**src/rtl/display_timing_sequencer_pkg.sv**
```systemverilog
// Shared types and constants for the display timing sequencer: FSM encoding,
// 640x480 power-on timing, config field layout and ctrl word bit positions.
package display_seq_pkg;

  typedef enum logic [2:0] {
    ST_OFF    = 3'd0,
    ST_SETTLE = 3'd1,
    ST_RUN    = 3'd2,
    ST_PEND   = 3'd3,
    ST_STOP   = 3'd4
  } state_t;

  // 640x480@60 timing, used at reset for both active and staging registers.
  localparam int DEF_HS_END    = 96;
  localparam int DEF_HBP_END   = 144;
  localparam int DEF_HFP_BEGIN = 784;
  localparam int DEF_HLINE_END = 800;
  localparam int DEF_VS_END    = 2;
  localparam int DEF_VBP_END   = 35;
  localparam int DEF_VFP_BEGIN = 515;
  localparam int DEF_VLINE_END = 525;

  // Field index inside cfg_h / cfg_v; bit offset is index * timing width.
  localparam int F_SYNC_END = 0;
  localparam int F_BP_END   = 1;
  localparam int F_FP_BEGIN = 2;
  localparam int F_LINE_END = 3;

  localparam int CTRL_EN_BIT  = 0;
  localparam int CTRL_PAT_LSB = 8;
  localparam int CTRL_PAT_W   = 8;

endpackage

```
**src/rtl/display_timing_sequencer_cfg_check.sv**
```systemverilog
// Combinational validator for a host timing config: each axis must satisfy
// 0 < sync_end < bp_end < fp_begin <= line_end with line_end >= 2.
module display_cfg_check
  import display_seq_pkg::*;
#(
  parameter int C_TIMING_WIDTH = 12
) (
  input  logic [4*C_TIMING_WIDTH-1:0] cfg_h,
  input  logic [4*C_TIMING_WIDTH-1:0] cfg_v,
  output logic                        valid
);

  localparam int TW = C_TIMING_WIDTH;

  function automatic logic axis_ok(input logic [4*TW-1:0] f);
    logic [TW-1:0] sync_end, bp_end, fp_begin, line_end;
    sync_end = f[F_SYNC_END*TW +: TW];
    bp_end   = f[F_BP_END*TW   +: TW];
    fp_begin = f[F_FP_BEGIN*TW +: TW];
    line_end = f[F_LINE_END*TW +: TW];
    return (sync_end != '0) && (sync_end < bp_end) && (bp_end < fp_begin) &&
           (fp_begin <= line_end) && (line_end >= TW'(2));
  endfunction

  assign valid = axis_ok(cfg_h) && axis_ok(cfg_v);

endmodule

```
**src/rtl/display_timing_sequencer.sv**
```systemverilog
// Sequences enable/disable of the pixel-domain timing controller and applies
// validated host timing configs only at frame boundaries (vsync rising edge).
module display_timing_sequencer
  import display_seq_pkg::*;
#(
  parameter int C_S_AXI_DATA_WIDTH = 32,
  parameter int C_TIMING_WIDTH     = 12,
  parameter int C_LOCK_SETTLE      = 16,
  parameter int C_STOP_TIMEOUT     = 2000000
) (
  input  logic                          pix_clk,
  input  logic                          areset,
  input  logic                          pix_clk_locked,
  input  logic                          en_req,
  input  logic                          cfg_valid,
  output logic                          cfg_ready,
  input  logic [4*C_TIMING_WIDTH-1:0]   cfg_h,
  input  logic [4*C_TIMING_WIDTH-1:0]   cfg_v,
  input  logic [7:0]                    cfg_pattern,
  input  logic                          vsync,
  output logic [C_S_AXI_DATA_WIDTH-1:0] ctrl,
  output logic [C_S_AXI_DATA_WIDTH-1:0] hs_end,
  output logic [C_S_AXI_DATA_WIDTH-1:0] hbp_end,
  output logic [C_S_AXI_DATA_WIDTH-1:0] hfp_begin,
  output logic [C_S_AXI_DATA_WIDTH-1:0] hline_end,
  output logic [C_S_AXI_DATA_WIDTH-1:0] vs_end,
  output logic [C_S_AXI_DATA_WIDTH-1:0] vbp_end,
  output logic [C_S_AXI_DATA_WIDTH-1:0] vfp_begin,
  output logic [C_S_AXI_DATA_WIDTH-1:0] vline_end,
  output logic [2:0]                    state,
  output logic                          cfg_applied,
  output logic                          cfg_err,
  output logic                          lock_lost,
  output logic [15:0]                   frame_cnt
);

  localparam int TW       = C_TIMING_WIDTH;
  localparam int CW       = 4 * TW;
  localparam int SETTLE_W = (C_LOCK_SETTLE > 1) ? $clog2(C_LOCK_SETTLE) : 1;
  localparam int STOP_W   = (C_STOP_TIMEOUT > 1) ? $clog2(C_STOP_TIMEOUT) : 1;

  localparam logic [CW-1:0] DEF_H = {TW'(DEF_HLINE_END), TW'(DEF_HFP_BEGIN),
                                     TW'(DEF_HBP_END), TW'(DEF_HS_END)};
  localparam logic [CW-1:0] DEF_V = {TW'(DEF_VLINE_END), TW'(DEF_VFP_BEGIN),
                                     TW'(DEF_VBP_END), TW'(DEF_VS_END)};

  localparam logic [SETTLE_W-1:0] SETTLE_LAST = SETTLE_W'(C_LOCK_SETTLE - 1);
  localparam logic [STOP_W-1:0]   STOP_LAST   = STOP_W'(C_STOP_TIMEOUT - 1);

  state_t                state_q, state_d;
  logic                  vsync_q, vsync_d;
  logic                  ctrl_en_q, ctrl_en_d;
  logic [7:0]            pattern_q, pattern_d;
  logic [CW-1:0]         act_h_q, act_h_d, act_v_q, act_v_d;
  logic [CW-1:0]         stg_h_q, stg_h_d, stg_v_q, stg_v_d;
  logic [7:0]            stg_pat_q, stg_pat_d;
  logic                  pending_q, pending_d;
  logic [SETTLE_W-1:0]   settle_cnt_q, settle_cnt_d;
  logic [STOP_W-1:0]     stop_cnt_q, stop_cnt_d;
  logic                  applied_q, applied_d;
  logic                  err_q, err_d;
  logic                  lock_lost_q, lock_lost_d;
  logic [15:0]           frame_cnt_q, frame_cnt_d;

  logic cfg_ok;
  logic cfg_fire;
  logic vs_rise;

  display_cfg_check #(
    .C_TIMING_WIDTH(C_TIMING_WIDTH)
  ) u_cfg_check (
    .cfg_h(cfg_h),
    .cfg_v(cfg_v),
    .valid(cfg_ok)
  );

  assign cfg_ready = (state_q == ST_OFF) || (state_q == ST_RUN);
  assign cfg_fire  = cfg_valid && cfg_ready;
  assign vs_rise   = vsync && !vsync_q;

  always_comb begin
    // NOTE: every variable gets its hold value first so no path through the
    // case statement can leave one unassigned and infer a latch.
    state_d      = state_q;
    ctrl_en_d    = ctrl_en_q;
    pattern_d    = pattern_q;
    act_h_d      = act_h_q;
    act_v_d      = act_v_q;
    stg_h_d      = stg_h_q;
    stg_v_d      = stg_v_q;
    stg_pat_d    = stg_pat_q;
    pending_d    = pending_q;
    settle_cnt_d = settle_cnt_q;
    stop_cnt_d   = stop_cnt_q;
    applied_d    = 1'b0;
    err_d        = cfg_fire && !cfg_ok;
    lock_lost_d  = lock_lost_q;
    frame_cnt_d  = frame_cnt_q;
    // Edge detector is held clear while disabled so the first frame after
    // enable is seen as a fresh rising edge.
    vsync_d      = ctrl_en_q && vsync;

    if (vs_rise && (state_q inside {ST_RUN, ST_PEND, ST_STOP}))
      frame_cnt_d = frame_cnt_q + 16'd1;

    // Staging a RUN-state config happens even if lock drops in the same cycle,
    // since the handshake has already completed.
    if (state_q == ST_RUN && cfg_fire && cfg_ok) begin
      stg_h_d   = cfg_h;
      stg_v_d   = cfg_v;
      stg_pat_d = cfg_pattern;
      pending_d = 1'b1;
    end

    if (state_q != ST_OFF && !pix_clk_locked) begin
      state_d     = ST_OFF;
      ctrl_en_d   = 1'b0;
      lock_lost_d = 1'b1;
    end else begin
      case (state_q)
        ST_OFF: begin
          if (cfg_fire && cfg_ok) begin
            act_h_d   = cfg_h;
            act_v_d   = cfg_v;
            pattern_d = cfg_pattern;
            applied_d = 1'b1;
            // A directly applied config supersedes anything still staged.
            pending_d = 1'b0;
          end
          if (en_req && pix_clk_locked) begin
            state_d      = ST_SETTLE;
            settle_cnt_d = '0;
            lock_lost_d  = 1'b0;
          end
        end

        ST_SETTLE: begin
          if (!en_req) begin
            state_d = ST_OFF;
          end else if (settle_cnt_q == SETTLE_LAST) begin
            state_d   = ST_RUN;
            ctrl_en_d = 1'b1;
            if (pending_q) begin
              act_h_d   = stg_h_q;
              act_v_d   = stg_v_q;
              pattern_d = stg_pat_q;
              applied_d = 1'b1;
              pending_d = 1'b0;
            end
          end else begin
            settle_cnt_d = settle_cnt_q + SETTLE_W'(1);
          end
        end

        ST_RUN: begin
          if (cfg_fire && cfg_ok) state_d = ST_PEND;
          if (!en_req) begin
            state_d    = ST_STOP;
            stop_cnt_d = '0;
          end
        end

        ST_PEND: begin
          if (vs_rise) begin
            act_h_d   = stg_h_q;
            act_v_d   = stg_v_q;
            pattern_d = stg_pat_q;
            applied_d = 1'b1;
            pending_d = 1'b0;
            state_d   = ST_RUN;
          end
          if (!en_req) begin
            state_d    = ST_STOP;
            stop_cnt_d = '0;
          end
        end

        ST_STOP: begin
          if (vs_rise || stop_cnt_q == STOP_LAST) begin
            ctrl_en_d = 1'b0;
            state_d   = ST_OFF;
          end else if (en_req) begin
            state_d = pending_q ? ST_PEND : ST_RUN;
          end else begin
            stop_cnt_d = stop_cnt_q + STOP_W'(1);
          end
        end

        default: begin
          state_d   = ST_OFF;
          ctrl_en_d = 1'b0;
        end
      endcase
    end
  end

  always_ff @(posedge pix_clk or posedge areset) begin
    if (areset) begin
      state_q      <= ST_OFF;
      vsync_q      <= 1'b0;
      ctrl_en_q    <= 1'b0;
      pattern_q    <= '0;
      act_h_q      <= DEF_H;
      act_v_q      <= DEF_V;
      stg_h_q      <= DEF_H;
      stg_v_q      <= DEF_V;
      stg_pat_q    <= '0;
      pending_q    <= 1'b0;
      settle_cnt_q <= '0;
      stop_cnt_q   <= '0;
      applied_q    <= 1'b0;
      err_q        <= 1'b0;
      lock_lost_q  <= 1'b0;
      frame_cnt_q  <= '0;
    end else begin
      // NOTE: non-blocking assignments so every flop samples pre-edge values.
      state_q      <= state_d;
      vsync_q      <= vsync_d;
      ctrl_en_q    <= ctrl_en_d;
      pattern_q    <= pattern_d;
      act_h_q      <= act_h_d;
      act_v_q      <= act_v_d;
      stg_h_q      <= stg_h_d;
      stg_v_q      <= stg_v_d;
      stg_pat_q    <= stg_pat_d;
      pending_q    <= pending_d;
      settle_cnt_q <= settle_cnt_d;
      stop_cnt_q   <= stop_cnt_d;
      applied_q    <= applied_d;
      err_q        <= err_d;
      lock_lost_q  <= lock_lost_d;
      frame_cnt_q  <= frame_cnt_d;
    end
  end

  always_comb begin
    ctrl                                   = '0;
    ctrl[CTRL_EN_BIT]                      = ctrl_en_q;
    ctrl[CTRL_PAT_LSB +: CTRL_PAT_W]       = pattern_q;
  end

  assign hs_end      = C_S_AXI_DATA_WIDTH'(act_h_q[F_SYNC_END*TW +: TW]);
  assign hbp_end     = C_S_AXI_DATA_WIDTH'(act_h_q[F_BP_END*TW   +: TW]);
  assign hfp_begin   = C_S_AXI_DATA_WIDTH'(act_h_q[F_FP_BEGIN*TW +: TW]);
  assign hline_end   = C_S_AXI_DATA_WIDTH'(act_h_q[F_LINE_END*TW +: TW]);
  assign vs_end      = C_S_AXI_DATA_WIDTH'(act_v_q[F_SYNC_END*TW +: TW]);
  assign vbp_end     = C_S_AXI_DATA_WIDTH'(act_v_q[F_BP_END*TW   +: TW]);
  assign vfp_begin   = C_S_AXI_DATA_WIDTH'(act_v_q[F_FP_BEGIN*TW +: TW]);
  assign vline_end   = C_S_AXI_DATA_WIDTH'(act_v_q[F_LINE_END*TW +: TW]);

  assign state       = state_q;
  assign cfg_applied = applied_q;
  assign cfg_err     = err_q;
  assign lock_lost   = lock_lost_q;
  assign frame_cnt   = frame_cnt_q;

endmodule

```
**config.mk**
```make
export PLATFORM = sky130hd
export DESIGN_NAME = display_timing_sequencer
export DESIGN_NICKNAME = d
export VERILOG_FILES = /design/src/rtl/display_timing_sequencer_pkg.sv /design/src/rtl/display_timing_sequencer_cfg_check.sv /design/src/rtl/display_timing_sequencer.sv
export SDC_FILE = /design/constraint.sdc
export NUM_CORES = 1
export LEC_CHECK = 0
export BUFFER_PORTS_ARGS = -buffer_cell sky130_fd_sc_hd__buf_2
export CAP_MARGIN = 20
export CORE_UTILIZATION = 48
export CTS_CLUSTER_DIAMETER = 100
export CTS_CLUSTER_SIZE = 10
export DETAILED_ROUTE_END_ITERATION = 12
export PLACE_DENSITY_LB_ADDON = 0.08
export SYNTH_ARGS = -nofsm -noshare
export SYNTH_HDL_FRONTEND = slang
export SYNTH_SLANG_ARGS = --single-unit
```
**constraint.sdc**
```tcl
create_clock -name pix_clk -period 8.1 [get_ports pix_clk]
set_input_delay 0.81 -clock pix_clk [delete_from_list [all_inputs] [get_ports pix_clk]]
set_output_delay 0.81 -clock pix_clk [all_outputs]
set_load 0.05 [all_outputs]
```
# Word-level counts from Yosys, hierarchy flattened
# Cells that the tools add are included.
dict set report word_totals {
  ff_bits 258
  output_inout_bits 311
  word_cells 156
}
dict set report classes {
  n_addsub 3
  magnitude_cmp 8
  eq_ne 25
  n_mux 61
  n_bitwise 1
  n_reduce_logical 42
}
# op n
set ops {}
lappend ops {{48-bit 2-to-1 mux} 10}
lappend ops {{48-bit one-hot mux with 3 select lines} 2}
lappend ops {{21-bit 2-to-1 mux} 3}
lappend ops {{12-bit less-than comparator} 4}
lappend ops {{21-bit one-hot mux with 2 select lines} 1}
lappend ops {{8-bit 2-to-1 mux} 5}
lappend ops {{3-bit 2-to-1 mux} 10}
lappend ops {{12-bit by 2-bit greater-or-equal comparator with 1-bit output, second input constant} 2}
lappend ops {{12-bit less-or-equal comparator} 2}
lappend ops {{8-bit one-hot mux with 3 select lines} 1}
lappend ops {{12-bit nonzero test} 2}
lappend ops {{21-bit by 1-bit adder with 21-bit output, second input constant} 1}
lappend ops {{21-bit equality test, second input constant} 1}
lappend ops {{1-bit 2-to-1 mux} 21}
lappend ops {{1-bit logical AND} 19}
lappend ops {{16-bit by 1-bit adder with 16-bit output, second input constant} 1}
lappend ops {{2-bit inequality test, second input constant} 8}
lappend ops {{3-bit one-hot mux with 5 select lines} 1}
lappend ops {{5-bit AND reduction} 3}
lappend ops {{4-bit 2-to-1 mux} 3}
lappend ops {{1-bit one-hot mux with 3 select lines} 3}
lappend ops {{3-bit nonzero test} 3}
lappend ops {{4-bit by 2-bit inequality test with 1-bit output, second input constant} 2}
lappend ops {{4-bit one-hot mux with 2 select lines} 1}
lappend ops {{other kinds (20)} 31}

# Depth between registers and ports, before layout
# Gate-level depths: netlist of the first run.
dict set report depth {
  depth_word 13
  depth_mapped 13
  mapped_depth_nobuf 10
}

# By module
# A second synthesis of the first run with hierarchy kept.
dict set report unflattened {
  hier_cells 1383
  area_unflattened_um2 14452.6
}
# mod instances cells_each area_each_um2
set by_module_without_submodules {}
lappend by_module_without_submodules {display_timing_sequencer 1 1134 12667.1}
lappend by_module_without_submodules {display_cfg_check 1 249 1785.5}

# Worst setup path before layout of the first run
# No wires, ideal clock.
dict set report synth_path {
  path_kind {input port to flip-flop}
  start {in cfg_h[23]}
  end {reg act_v_q[0]}
  setup_ns 0.125
  arrival_ns 3.381
  required_ns 7.975
  path_slack_ns 4.594
  path_stages 13
  path_cell_list {inv_1 -> ha_1 -> or4_1 -> a31oi_1 -> nand4_1 -> or4_1 -> nor4_2 -> and4bb_1 -> o311a_1 -> buf_2 -> buf_4 -> buf_4 -> mux2_2}
}
dict set report synth_via {
  elab_chain_len 9
  elab_cells_between_ends 10
  cone_classes {2 x order compare; 1 x eq/ne; 7 x reduce/logical}
}
# element line_no
set synth_lines {}
lappend synth_lines {{start, declared} display_timing_sequencer.sv:17} ;# input logic [4*C_TIMING_WIDTH-1:0] cfg_h,
lappend synth_lines {{12-bit less-than comparator} display_timing_sequencer_cfg_check.sv:21} ;# return (sync_end != '0) && (sync_end < bp_end) && (bp_end < fp_begin) &&
lappend synth_lines {{1-bit logical AND} display_timing_sequencer_cfg_check.sv:21}
lappend synth_lines {{1-bit logical AND * (2 in series)} display_timing_sequencer_cfg_check.sv:21}
lappend synth_lines {{1-bit logical AND *} display_timing_sequencer_cfg_check.sv:22} ;# (fp_begin <= line_end) && (line_end >= TW'(2));
lappend synth_lines {{1-bit logical AND *} display_timing_sequencer_cfg_check.sv:25} ;# assign valid = axis_ok(cfg_h) && axis_ok(cfg_v);
lappend synth_lines {{1-bit logical AND *} display_timing_sequencer.sv:122} ;# if (cfg_fire && cfg_ok) begin
lappend synth_lines {{2-bit by 1-bit inequality test with 1-bit output (no source line) *} -}
lappend synth_lines {{7-bit AND reduction (no source line) *} -}
lappend synth_lines {{end signal, assigned} display_timing_sequencer.sv:222} ;# act_v_q <= act_v_d;
lappend synth_lines {{end, declared} display_timing_sequencer.sv:54} ;# logic [CW-1:0] act_h_q, act_h_d, act_v_q, act_v_d;
# Every way passes the cells marked *; elsewhere a longest branch is shown, timed or not.
# A chain may end at the register's enable or synchronous reset.

# Worst setup path in the final report of the first run
dict set report layout_path {
  start {in cfg_h[35]}
  end {reg act_v_q[9]}
}
dict set report layout_via {
  elab_chain_len 8
  elab_cells_between_ends 9
  cone_classes {2 x order compare; 1 x eq/ne; 6 x reduce/logical}
}
# element line_no
set layout_lines {}
lappend layout_lines {{12-bit less-than comparator} display_timing_sequencer_cfg_check.sv:21}
lappend layout_lines {{1-bit logical AND} display_timing_sequencer_cfg_check.sv:21}
lappend layout_lines {{1-bit logical AND *} display_timing_sequencer_cfg_check.sv:21}
lappend layout_lines {{1-bit logical AND *} display_timing_sequencer_cfg_check.sv:22}
lappend layout_lines {{1-bit logical AND *} display_timing_sequencer_cfg_check.sv:25}
lappend layout_lines {{1-bit logical AND *} display_timing_sequencer.sv:122}
lappend layout_lines {{2-bit by 1-bit inequality test with 1-bit output (no source line) *} -}
lappend layout_lines {{7-bit AND reduction (no source line) *} -}
# Marked as above.

==> reports/qor.txt, run 1 <==
Worst setup SP type: input pin
Commonest cells after routing, fill and taps aside: mux2_2, buf_2, dfrtp_1
Worst path slowest cell: o311a_4
Final Max Slew Viols: 0
Design Power: 0.00619 W
Routed WL: 33,200 um
Final period util: 52.3%
Post-Syn Instances: 1,255
I/O Buffers: 237
Netlist cell types: 56
First-pass GRT wire length: 51,800 um
CTS Buf Count: 29
Setup Skew: 23.9 ps
Reg2reg path depth: 5
Area after DPL: 15,700 sq um
Placement Rows: 63
Average instance area after synthesis: 11.8 sq um
Std-Cell Core Area: 30,000 sq um
Setup bufs post-CTS: 0
DR vias: 9,437
Post-synth EDFFs: 0
Most common cell after layout, fill and taps aside: mux2_2
Sw frac: 43.0%
Clock transition at path regs: 60 ps
Clk root buf: clkbuf_16
Slowest Stage Delay on Critical Path: 810 ps
Psw: 0.00266 W
Async S/R FF share, synth: 100%
Gp weighted congestion: 0.820
Arr. time, crit path: 4650 ps
Die width: 178 um
Ys flop type: dfrtp_1
Status: finished, final reports clean
Comb pwr share: 45.9%
Clock buffer depth: 3
Area grow syn2layout: 11.5%
Worst slew pin tran: 1060 ps
Initial core utilization: 49.4%
Synth Register Bits: 258
Final ANT Viol Nets: 0
RSZ-0062 raised after global routing: false
GRT Residual Overflow: 0
Crit path max fanout: 65
CP Class: in -> reg
Die area: 31,600 sq um
Setup Viol. Count Final: 0
CTS H-tree lvls: 1
Largest net degree at the start of global routing: 116
Int Power: 0.00352 W
Clock power frac: 19.3%
Synthesized area: 14,800 sq um
Setup ws final: 3860 ps
Fmax: 0.236 GHz
Rel. slew slack: 29.5%
Power per cell area: 374 nW/um^2
Tot GR Track Use: 20.9%
Initial antenna violation count: 7
Post-CTS sizing: 0
Fin Setup TNS: 0 ps
Worst EP required: 8520 ps
Share of cells above drive strength 1: 42.3%
Worst-Skew Late Latency: 550 ps
Worst VDD drop: 0.243 mV
Flop pwr share: 34.8%
CP Capture Type: flop
Post-layout instance area: 16,500 sq um
Post-layout minimum cycle time: 4240 ps
Ports: 421
Syn. warnings: 0
Dpl hpwl: 23,500 um
Max-cap violation count: 0
Hold Path Class: in -> async
Critical Path Most Common Cell: or4_1
Post-route DRC: 0
Worst-path cell chain: buf_2 > inv_1 > ha_1 > or4_1 > a31oi_1 > nand4_1 > or4_1 > nor4_2 > and4bb_1 > o311a_4 > buf_4 > mux2_2
Final net count: 1,669
Sequential-to-total area share from yosys stat: 43.9%
# clock sinks: 258
Vias in the first global route: 9,269
First drt pass iteration count: 4
Hold WS: 381 ps
Number of hold buffers added after CTS: 0
DR iter-0 viols: 423
Leak: 8.49 nW
DP Worst Slack: 3220 ps
CTS tree: yes
Die height: 178 um
DR WL/cell: 17.5 um
Final hold vios: 0
Via density: 4.95
-- cells in the mapped netlist (all sizes together) (3+ instances only) --
| cell | n | share of area, % |
|---|---|---|
| a211o | 3 | 0.18 |
| a21o | 3 | 0.15 |
| a21oi | 34 | 1.1 |
| a22o | 4 | 0.24 |
| a31oi | 4 | 0.17 |
| and3 | 4 | 0.17 |
| buf | 210 | 10 |
| clkbuf | 14 | 0.35 |
| dfrtp | 216 | 36 |
| dfstp | 42 | 7.4 |
| ha | 71 | 6.0 |
| inv | 81 | 2.1 |
| mux2 | 314 | 25 |
| nand2 | 33 | 0.84 |
| nand2b | 5 | 0.21 |
| nand3 | 23 | 0.78 |
| nand4 | 26 | 1.1 |
| nor2 | 45 | 1.1 |
| nor2b | 7 | 0.30 |
| nor3 | 13 | 0.44 |
| nor3b | 3 | 0.19 |
| nor4 | 13 | 0.59 |
| o211ai | 3 | 0.15 |
| o21a | 3 | 0.15 |
| o21ai | 17 | 0.57 |
| or3 | 4 | 0.17 |
| or4 | 3 | 0.15 |
| xnor2 | 17 | 1.0 |
| xor2 | 14 | 0.83 |
-- routing by layer --
layer	GRT usage, %	wire length, um
met1	29.8	15600
met2	32.7	15100
met3	4.11	1730
met4	4.99	698
met5	0	40
-- cell families after synthesis --
family	Yosys count	share of synthesized area, %
multiplexers	315	25.2
buffers and inverters	305	12.9
flip-flops	258	43.9
AND/OR/NAND/NOR	188	6.66
AO/OA/AOI/OAI	86	3.57
adder cells (fa/ha/maj)	71	5.99
XOR/XNOR	31	1.83
other	1	0.0253
-- worst max-delay path, delay by kind of cell --
kind,cells,cell delay [ps]
adders and majority gates,1,180
and+or+nand+nor,5,1440
buffers and inverters,3,840
muxes,1,400
AOI/OAI and AO/OA,2,970
-- per-stage QoR --
step           cells  util [%]
2_1_floorplan   1437         -
3_3_place_gp    1846      52.1
3_5_place_dp    1846      52.1
4_1_cts         1899      54.9
5_1_grt         1900      55.0
6_report        1905      55.0
-- worst paths after layout --
kind	from	endpoint	slack, ps
hold reg to reg	frame_cnt[15]	frame_cnt[15]	460
max in group asynchronous	areset	act_v_q[32]	6320
setup / recovery	cfg_h[35]	act_v_q[9]	3860
setup reg to reg	state[0]	act_v_q[9]	4890
hold / removal	areset	stop_cnt_q[16]	380
min in group pix_clk	frame_cnt[15]	frame_cnt[15]	460
-- flip-flops by register name (all words and copies together) (netlist names), 8 cells and up --
register	count
act_v_q	48
stg_v_q	48
stg_pat_q	8
pattern_q	8
act_h_q	48
frame_cnt	16
stg_h_q	48
stop_cnt_q	21
-- power by group through the flow --
| stage | sequential, W | clock [W] | combinational [W] |
|---|---|---|---|
| 6_report | 0.00216 | 0.00119 | 0.00284 |
| 5_1_grt | 0.00222 | 0.00128 | 0.00301 |
| 4_1_cts | 0.00216 | 0.00123 | 0.00287 |
| 3_5_place_dp | 0.00217 | 0 | 0.00286 |
| 3_3_place_gp | 0.00216 | 0 | 0.00284 |
| 2_1_floorplan | 0.00307 | 0 | 0.00141 |
-- final cells by class --
cell class	count	area, sq um
timing repair buffer	244	1260
antenna	5	12.5
clock inverter	1	8.76
clock buffer	52	822
sequential	258	6510
inverter	81	312
multi-input combinational	874	7120
tap	390	488
fill	2660	13500
Note: power is estimated with default switching activity, not from simulation.
==> run 2: changes to the inputs <==
Settings changed: CORE_UTILIZATION 48 to 50.
Clock period 8.1 ns to 3.9 ns, I/O delays scaled along.
==> run 2 against run 1 <==
  * Worst hold slack worse by 330 ps
  * Die area fell by 4.0%
  * Utilization is 2.4 points higher
  * Clock skew decreased by 15 ps
  * Wire length fell by 1.5%
  * Combinational power is 110% higher
  * Global-route usage increased by 0.27 points
  * First-iteration DRC count up 24%
  * Clock-buffer cell count unchanged
  * Largest power group unchanged
  * Register-to-register slack lost 3800 ps
  * Cell count decreased by 0.10%
  * Flip-flop and latch count unchanged
==> reports/qor.txt, run 2 (synthesized netlist as in run 1, its figures left out) <==
Status: finished, final reports clean
Arr. time, crit path: 3490 ps
Crit path max fanout: 84
I/O Buffers: 237
Leak: 8.54 nW
Max-cap violation count: 0
Hold Path Class: in -> async
Fmax: 0.326 GHz
Final net count: 1,675
Power per cell area: 776 nW/um^2
Ports: 421
Area grow syn2layout: 12.0%
Die height: 174 um
Post-route DRC: 0
Non-filler cells, final: 1,903
Worst VDD drop: 0.454 mV
CTS Buf Count: 29
DR iter-0 viols: 523
Setup Viol. Count Final: 0
Most common cell after layout, fill and taps aside: mux2_2
Final Max Slew Viols: 0
CTS tree: yes
Met3 Track Usage GR: 4.20%
Commonest cells after routing, fill and taps aside: mux2_2, buf_2, dfrtp_1
Via density: 5.04
Grt met1 use: 30.5%
# clock sinks: 258
Share of cells above drive strength 1: 42.5%
Clk root buf: clkbuf_16
Routed WL: 32,800 um
Die area: 30,300 sq um
Sw frac: 42.9%
Area after DPL: 15,800 sq um
Vias in the first global route: 9,234
Dpl cells: 1,847
Setup Skew: 9.13 ps
Setup ws final: 834 ps
Flop pwr share: 34.7%
DP Worst Slack: 294 ps
Die width: 174 um
First-pass GRT wire length: 51,600 um
Worst-Skew Late Latency: 540 ps
RSZ-0062 raised after global routing: false
Worst-path cell chain: buf_2 > inv_1 > ha_1 > or4_1 > a31oi_1 > nand4_1 > or4_1 > nor4_2 > nor3b_2 > nand4_4 > buf_12 > mux2_4
Rel. slew slack: 36.0%
Busiest metal layer after global routing: met2
Clock power frac: 19.1%
Worst EP required: 4320 ps
DR WL/cell: 17.2 um
CP Class: in -> reg
Clock transition at path regs: 60 ps
Initial antenna violation count: 6
Slowest Stage Delay on Critical Path: 520 ps
Met2 Usage GRT: 32.5%
CTS H-tree lvls: 1
Worst path slowest cell: or4_1
Clock buffer depth: 3
Critical Path Most Common Cell: or4_1
Psw: 0.00553 W
Post-layout minimum cycle time: 3070 ps
Worst slew pin tran: 957 ps
Placement Rows: 62
Final hold vios: 0
Tot GR Track Use: 21.2%
CP Capture Type: flop
Setup bufs post-CTS: 0
Initial core utilization: 51.2%
Post-layout instance area: 16,600 sq um
Gp weighted congestion: 0.807
Largest net degree at the start of global routing: 86
Fin Setup TNS: 0 ps
Final period util: 78.6%
Number of hold buffers added after CTS: 0
Final ANT Viol Nets: 0
DR vias: 9,590
GRT Residual Overflow: 0
Worst setup SP type: input pin
Dpl hpwl: 23,500 um
Comb pwr share: 46.2%
First drt pass iteration count: 4
Post-CTS sizing: 0
Int Power: 0.00737 W
Std-Cell Core Area: 28,900 sq um
## run 2: cell types whose count changed in the layout (fill, tap and decap cells not counted)
cell        previous run  this run
buf_16                 1         0
clkinvlp_4             0         1
diode_2                5         3
buf_4                  6         7
buf_12                 0         6
inv_8                  1         0
## run 2: power by group through the flow
stage,Sequential [W],Clock (W),Combinational [W]
final,0.00448,0.00247,0.00595
after global routing,0.00461,0.00264,0.00627
after CTS,0.00447,0.00254,0.00600
after detailed placement,0.00450,0,0.00600
after global placement,0.00448,0,0.00592
after floorplan,0.00638,0,0.00293
## run 2: worst max-delay path: cells and delay by family
kind | cells | cell delay (ps)
AO/OA/AOI/OAI | 1 | 160
adder cells (fa/ha/maj) | 1 | 160
buffers and inverters | 3 | 490
multiplexers | 1 | 380
AND/OR/NAND/NOR | 6 | 1810
## run 2: routing by layer
metal  up-vias  share of wire [%]
li1       4490                  -
met1      4771                 46
met2       269                 46
met3        54                5.7
met4         6                2.1
met5         -               0.13
## run 2: area by class of cell
class	instances	area, sq um
multi-input cells	874	7120
well taps	384	480
repair buffers	250	1360
clock buffers	52	822
flip-flops and latches	258	6510
diodes	3	7.51
clock inverters	1	8.76
inverters	81	308
fillers	2493	12300
## run 2: metrics by stage
stage | total power (W) | hold WS, ps | utilization, %
2_1_floorplan | 0.00931 | 475 | -
3_3_place_gp | 0.0104 | 452 | 54.5
3_5_place_dp | 0.0105 | 451 | 54.5
4_1_cts | 0.0130 | 67.3 | 57.4
5_1_grt | 0.0135 | 80.4 | 57.4
6_report | 0.0129 | 45.7 | 57.4
## run 2: worst paths after layout
path                                 from        endpoint  slack [ps]  cells past startpoint
min reg2reg                 frame_cnt[15]   frame_cnt[15]         460                      1
max reg2reg                      state[1]  stop_cnt_q[18]        1060                      7
min in group pix_clk       cfg_pattern[2]    stg_pat_q[2]          90                      2
min                                areset  stop_cnt_q[11]          50                      2
max                             cfg_h[23]     stg_h_q[23]         830                     12
max in group asynchronous          areset     act_h_q[16]        2900                      3
